`src/rtl/digit_scan_controller.sv`:
```
// Multiplexed-display digit scanner: steps a 2-bit digit select through the enabled digits.
// Optional blanking interval between digits is compiled in with DIGIT_SCAN_CONTROLLER_BLANK_EN.
module digit_scan_controller #(
  parameter int PRESCALE    = 1000,
  parameter int DWELL_TICKS = 4,
  parameter int BLANK_TICKS = 1
) (
  input  logic       clk,
  input  logic       rstN,
  input  logic       run,
  input  logic [3:0] mask,
  output logic       sel1,
  output logic       sel0,
  output logic       en,
  output logic       frame
);

  typedef enum logic [1:0] {IDLE, SHOW, BLANK} state_t;

  localparam logic [15:0] PRE_LAST   = 16'(PRESCALE - 1);
  localparam logic [7:0]  DWELL_LAST = 8'(DWELL_TICKS - 1);
  localparam logic [7:0]  BLANK_LAST = 8'(BLANK_TICKS - 1);

  state_t      state, state_n;
  logic [15:0] pre, pre_n;
  logic [7:0]  tcnt, tcnt_n;
  logic [1:0]  sel, sel_n;
  logic [3:0]  mask_q, mask_n;
  logic        en_n, frame_n;
  logic        tick, dwell_done, blank_done;

  // Next set bit strictly above cur, wrapping; cur itself is found last (i = 4).
  function automatic logic [1:0] next_digit(input logic [3:0] m, input logic [1:0] cur);
    logic [1:0] idx;
    next_digit = cur;
    for (int i = 4; i >= 1; i--) begin
      idx = cur + 2'(i);
      if (m[idx]) next_digit = idx;
    end
  endfunction

  function automatic logic [1:0] highest_digit(input logic [3:0] m);
    highest_digit = 2'd0;
    for (int i = 0; i < 4; i++) begin
      if (m[i]) highest_digit = 2'(i);
    end
  endfunction

  assign tick       = (pre == PRE_LAST);
  assign dwell_done = tick && (tcnt == DWELL_LAST);
  assign blank_done = tick && (tcnt == BLANK_LAST);

  always_comb begin
    state_n = state;
    pre_n   = pre;
    tcnt_n  = tcnt;
    sel_n   = sel;
    mask_n  = mask_q;
    en_n    = 1'b0;
    frame_n = 1'b0;

    case (state)
      IDLE: begin
        pre_n  = '0;
        tcnt_n = '0;
        if (run && (mask != 4'd0)) begin
          state_n = SHOW;
          sel_n   = next_digit(mask, 2'd3);
          mask_n  = mask;
          en_n    = 1'b1;
        end
      end

      SHOW: begin
        en_n  = 1'b1;
        pre_n = tick ? 16'd0 : pre + 16'd1;
        if (tick) tcnt_n = tcnt + 8'd1;
        if (dwell_done) begin
          tcnt_n  = '0;
          // Frame tracks the mask captured at the last digit decision, not the live input.
          frame_n = (sel == highest_digit(mask_q));
`ifdef DIGIT_SCAN_CONTROLLER_BLANK_EN
          state_n = BLANK;
          en_n    = 1'b0;
`else
          if (mask == 4'd0) begin
            state_n = IDLE;
            en_n    = 1'b0;
          end else begin
            sel_n  = next_digit(mask, sel);
            mask_n = mask;
          end
`endif
        end
      end

      BLANK: begin
        pre_n = tick ? 16'd0 : pre + 16'd1;
        if (tick) tcnt_n = tcnt + 8'd1;
        if (blank_done) begin
          tcnt_n = '0;
          if (mask == 4'd0) begin
            state_n = IDLE;
          end else begin
            state_n = SHOW;
            sel_n   = next_digit(mask, sel);
            mask_n  = mask;
            en_n    = 1'b1;
          end
        end
      end

      default: state_n = IDLE;
    endcase

    // Dropping run wins over any simultaneous tick expiry.
    if (!run) begin
      state_n = IDLE;
      pre_n   = '0;
      tcnt_n  = '0;
      sel_n   = sel;
      mask_n  = mask_q;
      en_n    = 1'b0;
      frame_n = 1'b0;
    end
  end

  always_ff @(posedge clk or negedge rstN) begin
    if (!rstN) begin
      state  <= IDLE;
      pre    <= '0;
      tcnt   <= '0;
      sel    <= '0;
      mask_q <= '0;
      en     <= 1'b0;
      frame  <= 1'b0;
    end else begin
      state  <= state_n;
      pre    <= pre_n;
      tcnt   <= tcnt_n;
      sel    <= sel_n;
      mask_q <= mask_n;
      en     <= en_n;
      frame  <= frame_n;
    end
  end

  assign sel1 = sel[1];
  assign sel0 = sel[0];

endmodule

```
`config.mk`:
```
export PLATFORM = sky130hd
export DESIGN_NAME = digit_scan_controller
export DESIGN_NICKNAME = d
export VERILOG_FILES = /design/src/rtl/digit_scan_controller.sv
export SDC_FILE = /design/constraint.sdc
export NUM_CORES = 1
export LEC_CHECK = 0
export CAP_MARGIN = 15
export CORE_MARGIN = 3
export CORE_UTILIZATION = 58
export CTS_CLUSTER_DIAMETER = 30
export DETAILED_ROUTE_END_ITERATION = 10
export PLACE_DENSITY = 0.78
export SLEW_MARGIN = 20
export SYNTH_ARGS = -nofsm -noshare
export SYNTH_HDL_FRONTEND = slang
export SYNTH_SLANG_ARGS = --single-unit
```
`constraint.sdc`:
```
create_clock -name clk -period 2.94 [get_ports clk]
set_input_delay 0.588 -clock clk [delete_from_list [all_inputs] [get_ports clk]]
set_output_delay 0.588 -clock clk [all_outputs]
set_load 0.02 [all_outputs]
```
==> flow_summary.json <==
{
  "outcome": "finished clean",
  "worst_clock_skew_ps": 11.5,
  "critPathSlowestCell": "or4_4",
  "dp.final_hpwl_um": 2320,
  "fin_tns_setup_ps": 0,
  "wire_per_inst_um": 14.3,
  "ant_nets": 0,
  "place_area_um2": 1880,
  "cts_sinks": 32,
  "n_fill_cell": 212,
  "setup_viol": 0,
  "vias": 1351,
  "crit_arrival_ps": 2610,
  "synthTopCellsByCount": "dfrtp_1, nor2_1, xor2_1, nand2_1, a21oi_1",
  "cts_hold_buffers": 0,
  "path_cells": "or4_4 -> nor4_4 -> nand2_1 -> a221oi_1 -> mux2_2",
  "antenna_found_initial": 0,
  "layout_min_cycle_time_ps": 2370,
  "area_growth_pct": 12.6,
  "end_kind": "flop",
  "synth_most_common_cell": "dfrtp_1",
  "synth_ff_type": "dfrtp_1",
  "drt_iter0_drc": 96,
  "syn_inst": 175,
  "vias_per_cell": 6.11,
  "rsz0062_at_grt": "no",
  "yosys-top-cells-area": "dfrtp_1, xor2_1, nor2_1",
  "drive_gt1_share_pct": 11.6,
  "synth_fp_nets": 184,
  "path_buf_inv": 0,
  "p_switching_w": 0.000294,
  "required_ps": 3180,
  "yosysTopAreaCellShare_pct": 46.1,
  "seqPwrFrac_pct": 49.7,
  "ys_seq_area_share_pct": 46.1,
  "p_leak_nw": 0.804,
  "worstSetupPathType": "flop to flop",
  "synth_edf_count": 0,
  "grt_start_max_net_pins": 33,
  "grt_pass1_wl_um": 5740,
  "drc": 0,
  "slew_headroom_pct": 73.0,
  "grt_overflow": 0,
  "h-tree-depth": 2,
  "worst_pin_slew_ps": 406,
  "routed_wl_um": 3160,
  "p_clk_share_pct": 32.4,
  "yosysUniqueCellTypes": 42,
  "n_antenna_cell": 0,
  "io_buffers": 10,
  "critPathMaxFanout": 5,
  "nets": 198,
  "fmax_mhz": 422,
  "gp_congestion": 0.901,
  "row_count": 19,
  "cts_resized": 0,
  "critPathTopFamily": "simple AND/OR/NAND/NOR gates",
  "min_path_type": "flop to flop",
  "fp.dieW_um": 60.7,
  "synth_seq_cells": 32,
  "slowest_delay_ps": 590,
  "clkLatencyLatePin_ps": 340,
  "drv_slew": 0,
  "combPwrFrac_pct": 17.8,
  "first_pass_iters": 4,
  "coreArea_um2": 2810,
  "ir_worst_vdd_mv": 0.327,
  "grt_pass1_vias": 1309,
  "start_util_pct": 62.0,
  "num_io_pins": 11,
  "path_clk_slew_ps": 110,
  "cts_buffer_depth": 2,
  "ys_warn_count": 0,
  "switching_share_pct": 28.4,
  "finalHoldViolCount": 0,
  "synth_area_um2": 1740,
  "internal-power_w": 0.000740,
  "post_cts_buffers": 0,
  "grt_use_total_pct": 20.9,
  "dieArea_um2": 3690,
  "synth_top_area_cell": "dfrtp_1",
  "synth_area_per_cell_um2": 9.93,
  "cts_tree": "done",
  "die_h_um": 60.7,
  "cap_violations": 0,
  "p_per_area_nw_per_um2": 529,
  "post-route-period-util_pct": 80.6,
  "numCtsBuffers": 5,
  "critPathLaunchType": "flop",
  "ctsRootBufferMaster": "clkbuf_4",
  "async_flop_share_pct": 100,
  "postLayoutCellArea_um2": 1960
}
## path summary, 6_finish.rpt
path                       endpoint    start  cells after the start  slack, ps
max in group asynchronous   tcnt[1]     rstN                      2       2020
max                          sel[1]  pre[14]                      5        570
min reg2reg                  pre[0]   pre[0]                      1        470
min                          pre[0]   pre[0]                      1        470
max reg2reg                  sel[1]  pre[14]                      5        570
min in group asynchronous   pre[15]     rstN                      2        620
## through the flow
stage	setup slack (ps)	std cells	total power [W]	hold WS [ps]	util, %
finish	572	221	0.00103	470	69.8
global route	467	221	0.00109	493	69.8
CTS	586	221	0.00104	472	69.8
detailed placement	421	213	0.000709	457	66.9
global placement	526	213	0.000702	450	66.9
floorplan	719	175	0.000640	292	-
## cells by family after synthesis
logic type,synth area share [%]
xor gates and xnor gates,8.06
adders and majority gates,1.44
DFF,46.1
and+or+nand+nor,25.8
muxes,5.69
buffers and inverters,1.73
AOI/OAI and AO/OA,11.2
## state kept, by name (all words and copies together) (netlist names)
name    count
sel         2
en          1
mask_q      3
tcnt        8
state       1
pre        16
frame       1
## layout make-up
type / count / area (um^2) / share of cell area [%]
Tap cell: 31 / 38.8 / 1.98
Sequential cell: 32 / 801 / 40.9
Clock inverter: 3 / 42.5 / 2.17
Multi-Input combinational cell: 135 / 907 / 46.4
Inverter: 2 / 7.51 / 0.384
Clock buffer: 5 / 37.5 / 1.92
Timing Repair Buffer: 13 / 123 / 6.27
## power by group through the flow
stage	registers, W	logic [W]	clock network (W)
after floorplan	0.000506	0.000134	0
after global placement	0.000520	0.000182	0
after detailed placement	0.000523	0.000186	0
after CTS	0.000514	0.000187	0.000342
after global routing	0.000523	0.000205	0.000365
final	0.000515	0.000184	0.000335
## layer usage
layer  GRT usage [%]  share of wire [%]
met1            28.0                 47
met2            32.7                 47
met3            5.11                4.3
met4            8.36                1.6
met5               0                  0
## cells in the final DEF (no fill, tap or decap), types with 3 or more instances in the layout
cell	netlist	final
clkbuf_4	0	5
buf_4	0	3
and3_1	5	5
nor3_1	8	8
nor2_1	21	21
o21ai_0	6	6
or3_1	3	3
clkdlybuf4s50_1	0	10
xor2_1	14	14
dfrtp_1	32	32
nand4_1	9	9
mux2_2	5	5
nand3_1	5	5
a21oi_1	11	11
nand2_1	12	12
No activity file was read; power rests on OpenSTA's default activity.
